--- src/rtl/axi_lite_csr_subordinate.sv ---
// AXI-Lite single-beat CSR subordinate: CTRL, STATUS and scratch registers.
// Optional CSR_IRQ_EN adds a W1C IRQ register at NUM_REGS and an irq output.
module axi_lite_csr_subordinate #(
    parameter int ADDR_WIDTH = 8,
    parameter int DATA_WIDTH = 8,
    parameter int NUM_REGS   = 8
) (
    input  logic                  csr_clk,
    input  logic                  csr_rst,
    input  logic [ADDR_WIDTH-1:0] csr_awaddr,
    input  logic                  csr_awvalid,
    output logic                  csr_awready,
    input  logic [DATA_WIDTH-1:0] csr_wdata,
    input  logic                  csr_wvalid,
    output logic                  csr_wready,
    input  logic                  csr_wlast,
    output logic [1:0]            csr_bresp,
    output logic                  csr_bvalid,
    input  logic                  csr_bready,
    input  logic [ADDR_WIDTH-1:0] csr_araddr,
    input  logic                  csr_arvalid,
    output logic                  csr_arready,
    output logic [DATA_WIDTH-1:0] csr_rdata,
    output logic [1:0]            csr_rresp,
    output logic                  csr_rvalid,
    input  logic                  csr_rready,
    output logic                  csr_rlast,
    output logic [DATA_WIDTH-1:0] ctrl_out,
    input  logic [DATA_WIDTH-1:0] status_in
`ifdef CSR_IRQ_EN
    ,
    output logic                  irq
`endif
);

    localparam int IDX_W = (NUM_REGS > 1) ? $clog2(NUM_REGS) : 1;
    localparam logic [ADDR_WIDTH:0]   LIM      = (ADDR_WIDTH+1)'(NUM_REGS);
    localparam logic [ADDR_WIDTH-1:0] A_STATUS = ADDR_WIDTH'(1);
    localparam logic [1:0] OKAY   = 2'b00;
    localparam logic [1:0] SLVERR = 2'b10;

    typedef enum logic {W_IDLE, W_RESP} wstate_t;
    typedef enum logic {R_IDLE, R_DATA} rstate_t;

    wstate_t w_state_q;
    rstate_t r_state_q;

    logic [DATA_WIDTH-1:0] regs_q [NUM_REGS];

    logic                  awready_q, wready_q, bvalid_q;
    logic [1:0]            bresp_q;
    logic                  aw_held_q, w_held_q, wlast_q;
    logic [ADDR_WIDTH-1:0] awaddr_q;
    logic [DATA_WIDTH-1:0] wdata_q;

    logic                  arready_q, rvalid_q, rlast_q;
    logic [1:0]            rresp_q;
    logic [DATA_WIDTH-1:0] rdata_q;

    logic                  aw_fire, w_fire, aw_have, w_have, commit;
    logic [ADDR_WIDTH-1:0] wr_addr;
    logic [DATA_WIDTH-1:0] wr_data;
    logic                  wr_last, wr_in_bank, wr_is_irq, wr_err, reg_we;
    logic                  ar_fire, rd_err;
    logic [DATA_WIDTH-1:0] rd_data;

    assign aw_fire = (w_state_q == W_IDLE) && csr_awvalid && awready_q;
    assign w_fire  = (w_state_q == W_IDLE) && csr_wvalid && wready_q;
    assign aw_have = aw_held_q || aw_fire;
    assign w_have  = w_held_q || w_fire;
    assign commit  = (w_state_q == W_IDLE) && aw_have && w_have;

    assign wr_addr = aw_held_q ? awaddr_q : csr_awaddr;
    assign wr_data = w_held_q ? wdata_q : csr_wdata;
    assign wr_last = w_held_q ? wlast_q : csr_wlast;

    assign wr_in_bank = ({1'b0, wr_addr} < LIM) && (wr_addr != A_STATUS);
`ifdef CSR_IRQ_EN
    assign wr_is_irq = ({1'b0, wr_addr} == LIM);
`else
    assign wr_is_irq = 1'b0;
`endif
    assign wr_err = !wr_last || !(wr_in_bank || wr_is_irq);
    assign reg_we = commit && !wr_err && wr_in_bank;

    assign ar_fire = (r_state_q == R_IDLE) && csr_arvalid && arready_q;

`ifdef CSR_IRQ_EN
    logic [DATA_WIDTH-1:0] irq_bits_q, irq_bits_d, irq_clr, status_prev_q;
    logic                  irq_q;

    assign irq_clr = (commit && !wr_err && wr_is_irq) ? wr_data : '0;
    // A rising status bit on the same edge as its clear keeps it set.
    assign irq_bits_d = (irq_bits_q & ~irq_clr) | (status_in & ~status_prev_q);

    always_ff @(posedge csr_clk) begin
        status_prev_q <= status_in;
        if (csr_rst) begin
            irq_bits_q <= '0;
            irq_q      <= 1'b0;
        end else begin
            irq_bits_q <= irq_bits_d;
            irq_q      <= |irq_bits_d;
        end
    end

    assign irq = irq_q;
`endif

    always_comb begin
        rd_data = '0;
        rd_err  = 1'b1;
        if ({1'b0, csr_araddr} < LIM) begin
            rd_err = 1'b0;
            if (csr_araddr == A_STATUS) rd_data = status_in;
            else rd_data = regs_q[csr_araddr[IDX_W-1:0]];
        end
`ifdef CSR_IRQ_EN
        else if ({1'b0, csr_araddr} == LIM) begin
            rd_err  = 1'b0;
            rd_data = irq_bits_q;
        end
`endif
    end

    always_ff @(posedge csr_clk) begin
        if (csr_rst) begin
            for (int i = 0; i < NUM_REGS; i++) regs_q[i] <= '0;
        end else if (reg_we) begin
            regs_q[wr_addr[IDX_W-1:0]] <= wr_data;
        end
    end

    always_ff @(posedge csr_clk) begin
        if (csr_rst) begin
            w_state_q <= W_IDLE;
            awready_q <= 1'b0;
            wready_q  <= 1'b0;
            bvalid_q  <= 1'b0;
            bresp_q   <= OKAY;
            aw_held_q <= 1'b0;
            w_held_q  <= 1'b0;
            awaddr_q  <= '0;
            wdata_q   <= '0;
            wlast_q   <= 1'b0;
        end else begin
            unique case (w_state_q)
                W_IDLE: begin
                    if (commit) begin
                        w_state_q <= W_RESP;
                        bvalid_q  <= 1'b1;
                        bresp_q   <= wr_err ? SLVERR : OKAY;
                        awready_q <= 1'b0;
                        wready_q  <= 1'b0;
                        aw_held_q <= 1'b0;
                        w_held_q  <= 1'b0;
                    end else begin
                        if (aw_fire) begin
                            aw_held_q <= 1'b1;
                            awaddr_q  <= csr_awaddr;
                        end
                        if (w_fire) begin
                            w_held_q <= 1'b1;
                            wdata_q  <= csr_wdata;
                            wlast_q  <= csr_wlast;
                        end
                        awready_q <= !aw_have;
                        wready_q  <= !w_have;
                    end
                end
                W_RESP: begin
                    if (csr_bready) begin
                        w_state_q <= W_IDLE;
                        bvalid_q  <= 1'b0;
                        bresp_q   <= OKAY;
                        awready_q <= 1'b1;
                        wready_q  <= 1'b1;
                    end
                end
            endcase
        end
    end

    always_ff @(posedge csr_clk) begin
        if (csr_rst) begin
            r_state_q <= R_IDLE;
            arready_q <= 1'b0;
            rvalid_q  <= 1'b0;
            rlast_q   <= 1'b0;
            rresp_q   <= OKAY;
            rdata_q   <= '0;
        end else begin
            unique case (r_state_q)
                R_IDLE: begin
                    if (ar_fire) begin
                        r_state_q <= R_DATA;
                        arready_q <= 1'b0;
                        rvalid_q  <= 1'b1;
                        rlast_q   <= 1'b1;
                        rdata_q   <= rd_data;
                        rresp_q   <= rd_err ? SLVERR : OKAY;
                    end else begin
                        arready_q <= 1'b1;
                    end
                end
                R_DATA: begin
                    if (csr_rready) begin
                        r_state_q <= R_IDLE;
                        arready_q <= 1'b1;
                        rvalid_q  <= 1'b0;
                        rlast_q   <= 1'b0;
                    end
                end
            endcase
        end
    end

    assign csr_awready = awready_q;
    assign csr_wready  = wready_q;
    assign csr_bvalid  = bvalid_q;
    assign csr_bresp   = bresp_q;
    assign csr_arready = arready_q;
    assign csr_rvalid  = rvalid_q;
    assign csr_rlast   = rlast_q;
    assign csr_rresp   = rresp_q;
    assign csr_rdata   = rdata_q;
    assign ctrl_out    = regs_q[0];

endmodule

--- config.mk ---
export PLATFORM = sky130hd
export DESIGN_NAME = axi_lite_csr_subordinate
export DESIGN_NICKNAME = d
export VERILOG_FILES = /design/src/rtl/axi_lite_csr_subordinate.sv
export SDC_FILE = /design/constraint.sdc
export NUM_CORES = 1
export LEC_CHECK = 0
export BUFFER_PORTS_ARGS = -buffer_cell sky130_fd_sc_hd__buf_2
export CORE_MARGIN = 1
export CORE_UTILIZATION = 40
export DETAILED_ROUTE_END_ITERATION = 8
export PLACE_DENSITY = 0.65
export SYNTH_ARGS = -nofsm -noshare
export SYNTH_HDL_FRONTEND = slang
export SYNTH_SLANG_ARGS = --single-unit
export TNS_END_PERCENT = 100
--- constraint.sdc ---
create_clock -name csr_clk -period 7.6 [get_ports csr_clk]
set_clock_uncertainty 0.1 [all_clocks]
set_input_delay 0.38 -clock csr_clk [delete_from_list [all_inputs] [get_ports csr_clk]]
set_output_delay 0.38 -clock csr_clk [all_outputs]
set_load 0.05 [all_outputs]
==> results.json <==
{
  "cts_made_buffers": 9,
  "timing.critical_path.slowest_stage_cell": "sky130_fd_sc_hd__o31ai_1",
  "drc": 0,
  "cts-resized-gates": 0,
  "syn_to_final_growth_pct": 11.2,
  "cap_viol_max_count": 0,
  "h-tree-depth": 3,
  "cts_buffer_depth": 2,
  "slew_headroom_pct": 17.3,
  "synth.ff_latch_count": 92,
  "clock_power_share_pct": 28.9,
  "fin_cells": 546,
  "die_span_y_microns": 106,
  "pwr-share-seq_pct": 56.8,
  "detailroute.via_count": 2977,
  "worst-slew-pin-transition_ns": 1.23,
  "avgViaCountPerCell": 5.45,
  "placed_insts": 530,
  "wire_per_inst_microns": 17.6,
  "firstDrtPassIters": 4,
  "yosysUniqueCellTypes": 40,
  "post-cts-setup-buffer-count": 0,
  "worst-r2r-cell-count": 4,
  "critPathMaxStageDelay_ns": 1.32,
  "achievable-frequency_ghz": 0.243,
  "final_antenna_net_count": 0,
  "critical_path.cell_chain": "a21oi_1 -> a211oi_1 -> nand4_4 -> o31ai_1",
  "status": "completed",
  "combPwrFrac_pct": 14.3,
  "cts.clk_slew.worst_paths_ns": 0.09,
  "core_area_sq_um": 10400,
  "timing.critical_path.from_type": "flop",
  "cts-hold-fix-buffers": 0,
  "static-leakage-power_nw": 1.69,
  "floorplan.die_area_sq_um": 11200,
  "power_switching_w": 0.000274,
  "class_of_the_tightest_hold_or_removal_check": "input pin to flop",
  "rsz0062_at_grt": "false",
  "number_of_sinks_on_the_clock_net": 92,
  "worstPathRequired_ns": 7.46,
  "critical_path_buf_inv_count": 0,
  "syn_inst": 360,
  "first_pass_grt_wire_length_mm": 15.4,
  "detail_route.iter0.violations": 245,
  "yosysWarnings": 0,
  "overflow": 0,
  "antenna_found_initial": 0,
  "power_report.internal_total_w": 0.000716,
  "final_layout_size_suffix_gt1_share_pct": 31.0,
  "root_buffer": "sky130_fd_sc_hd__clkbuf_8",
  "synth_area_per_cell_sq_um": 12.0,
  "switching_share_pct": 27.7,
  "final_hold_viol_count": 0,
  "start_util_pct": 41.5,
  "clock_insertion_delay_worst_skew_ns": 0.35,
  "maximum_number_of_pins_on_one_net_before_global_route_repair": 64,
  "synth_sequential_area_ratio_pct": 55.6,
  "drv_slew": 0,
  "critPathTopFamily": "compound AO/OA/AOI/OAI gates",
  "cp.depth": 4,
  "timing_worst_setup_path_type": "flop to flop",
  "power_density_nw_per_um2": 206,
  "antenna_cells": 0,
  "floorplan.die.width_microns": 106,
  "grt_pass1_vias": 2901,
  "post-route-min-period_ns": 4.11,
  "post-route-cell-area_sq_um": 4800,
  "cts_tree": "done",
  "numPortBuffers": 63,
  "worst_hold_slack_ns": 0.182,
  "setup_tns_ns": 0,
  "io-pin-count": 66,
  "worstSetupEndpointType": "flop",
  "place_congestion": 0.848,
  "netlist_area_sq_um": 4320,
  "timing.final.crit_share_pct": 54.0,
  "worstPathArrival_ns": 3.97,
  "detailedPlacementHpwl_mm": 7.16,
  "placement.cell_area_sq_um": 4630,
  "rows": 37,
  "globalRouteTotalUtil_pct": 18.0,
  "critPathMaxFanout": 63,
  "power.ir.vdd_worst_v": 0.0000915,
  "report.final.setup_viol": 0,
  "min_delay_path_depth": 3,
  "drt_wl_total_mm": 9.62,
  "layout.nets": 445
}
[kinds of logic (layout without fill, tap and decap cells)]
logic type / count (synthesis) / after routing / share of synthesized area [%]
compound gates: 44 / 44 / 6.89
buf+inv: 33 / 82 / 4.55
flops: 92 / 92 / 55.6
mux: 42 / 42 / 14.8
other cells: 1 / 2 / 0.0868
simple gates: 148 / 148 / 18.0
[power groups by stage]
stage          sequential [W]  clock, W  combinational (W)
2_1_floorplan        0.000583         0          0.0000924
3_3_place_gp         0.000573         0           0.000140
3_5_place_dp         0.000574         0           0.000141
4_1_cts              0.000563  0.000291           0.000142
5_1_grt              0.000566  0.000312           0.000153
6_report             0.000563  0.000286           0.000142
[Yosys cell counts]
cell type | instances | area share, %
sky130_fd_sc_hd__mux2_2 | 16 | 4.2
sky130_fd_sc_hd__nor4_2 | 1 | 0.29
sky130_fd_sc_hd__clkbuf_1 | 12 | 1.0
sky130_fd_sc_hd__and3b_1 | 2 | 0.41
sky130_fd_sc_hd__nor3_2 | 8 | 1.9
sky130_fd_sc_hd__edfxtp_1 | 56 | 39
sky130_fd_sc_hd__a211oi_1 | 1 | 0.17
sky130_fd_sc_hd__a221oi_2 | 1 | 0.35
sky130_fd_sc_hd__buf_1 | 2 | 0.17
sky130_fd_sc_hd__nor3_1 | 53 | 6.1
sky130_fd_sc_hd__o21a_1 | 4 | 0.70
sky130_fd_sc_hd__mux4_2 | 16 | 8.3
sky130_fd_sc_hd__buf_4 | 3 | 0.52
sky130_fd_sc_hd__mux2i_1 | 10 | 2.3
sky130_fd_sc_hd__a21oi_1 | 15 | 1.7
sky130_fd_sc_hd__nand2b_1 | 4 | 0.58
sky130_fd_sc_hd__nand3b_1 | 4 | 0.70
sky130_fd_sc_hd__nand3_1 | 10 | 1.2
sky130_fd_sc_hd__buf_6 | 7 | 1.8
sky130_fd_sc_hd__inv_1 | 2 | 0.17
sky130_fd_sc_hd__dfxtp_1 | 36 | 17
sky130_fd_sc_hd__nor4_1 | 1 | 0.14
sky130_fd_sc_hd__nand2_1 | 39 | 3.4
sky130_fd_sc_hd__or4b_1 | 1 | 0.23
sky130_fd_sc_hd__or4_4 | 1 | 0.26
sky130_fd_sc_hd__a31oi_1 | 1 | 0.14
sky130_fd_sc_hd__a31o_2 | 1 | 0.20
sky130_fd_sc_hd__a21o_1 | 1 | 0.17
sky130_fd_sc_hd__a22o_1 | 8 | 1.6
sky130_fd_sc_hd__o31ai_1 | 1 | 0.17
sky130_fd_sc_hd__o21ai_0 | 10 | 1.2
sky130_fd_sc_hd__or2_2 | 1 | 0.14
sky130_fd_sc_hd__o22ai_4 | 1 | 0.46
sky130_fd_sc_hd__buf_2 | 7 | 0.81
sky130_fd_sc_hd__or4_1 | 1 | 0.17
sky130_fd_sc_hd__conb_1 | 1 | 0.087
sky130_fd_sc_hd__nor2_1 | 18 | 1.6
sky130_fd_sc_hd__and4b_1 | 1 | 0.23
sky130_fd_sc_hd__nand4_4 | 1 | 0.49
sky130_fd_sc_hd__nor2b_1 | 2 | 0.29
[state kept, by name (all words and copies together) (netlist names)]
signal / flops
regs_q: 56
awaddr_q: 8
csr_rdata: 8
wdata_q: 8
aw_held_q: 1
csr_arready: 1
csr_awready: 1
csr_bresp: 1
csr_bvalid: 1
csr_rlast: 1
csr_rresp: 1
csr_wready: 1
r_state_q: 1
w_held_q: 1
w_state_q: 1
wlast_q: 1
[final timing paths]
| kind | slack [ns] | startpoint | end |
|---|---|---|---|
| worst min-delay path | 0.18 | csr_wdata[2] | wdata_q[2]$_SDFFE_PP0P_ |
| worst max register to register | 3.49 | w_held_q$_SDFFE_PP0P_ | regs_q[0][0]$_SDFFCE_PN0P_ |
| worst max-delay path | 3.49 | w_held_q$_SDFFE_PP0P_ | regs_q[0][0]$_SDFFCE_PN0P_ |
| worst min register to register | 0.35 | awaddr_q[5]$_SDFFE_PP0P_ | awaddr_q[5]$_SDFFE_PP0P_ |
[routing by layer]
layer / vias to the layer above / track usage, % / share of wire [%]
met5: - / 0 / 0
met4: 0 / 5.75 / 1.7
met3: 12 / 4.17 / 6.7
met2: 115 / 28.9 / 47
met1: 1419 / 24.2 / 45
li1: 1431 / - / -
[through the flow]
stage / worst slack [ns] / total power (W) / utilization (%)
after floorplan: 4.80 / 0.000676 / -
after global placement: 3.81 / 0.000713 / 44.5
after detailed placement: 3.53 / 0.000716 / 44.5
after CTS: 3.47 / 0.000996 / 46.1
after global routing: 3.09 / 0.00103 / 46.1
final: 3.49 / 0.000991 / 46.1
[area by class of cell]
type / instances / area, sq um
tap: 136 / 170
timing repair buffer: 64 / 323
fill: 974 / 5610
clock inverter: 6 / 41.3
clock buffer: 10 / 128
inverter: 2 / 7.51
multi-input combinational: 236 / 1730
sequential: 92 / 2400
[placed cells by master (no fill, tap or decap), drive strengths merged, types with 2 or more instances in the layout]
| cell type | n |
|---|---|
| or4 | 2 |
| edfxtp | 56 |
| dfxtp | 36 |
| nor3 | 61 |
| a21oi | 15 |
| o21a | 4 |
| a22o | 8 |
| nand2b | 4 |
| mux2i | 10 |
| nand2 | 39 |
| conb | 2 |
| clkbuf | 10 |
| clkinv | 6 |
| and3b | 2 |
| mux4 | 16 |
| nor4 | 2 |
| buf | 64 |
| o21ai | 10 |
| nor2b | 2 |
| inv | 2 |
| nand3 | 10 |
| mux2 | 16 |
| nand3b | 4 |
| nor2 | 18 |
[tightest hold or removal path: stages]
cell	delay, ns
sky130_fd_sc_hd__buf_2	0.09
sky130_fd_sc_hd__mux2i_1	0.06
sky130_fd_sc_hd__nor2_1	0.07
No activity file was read; power rests on OpenSTA's default activity.
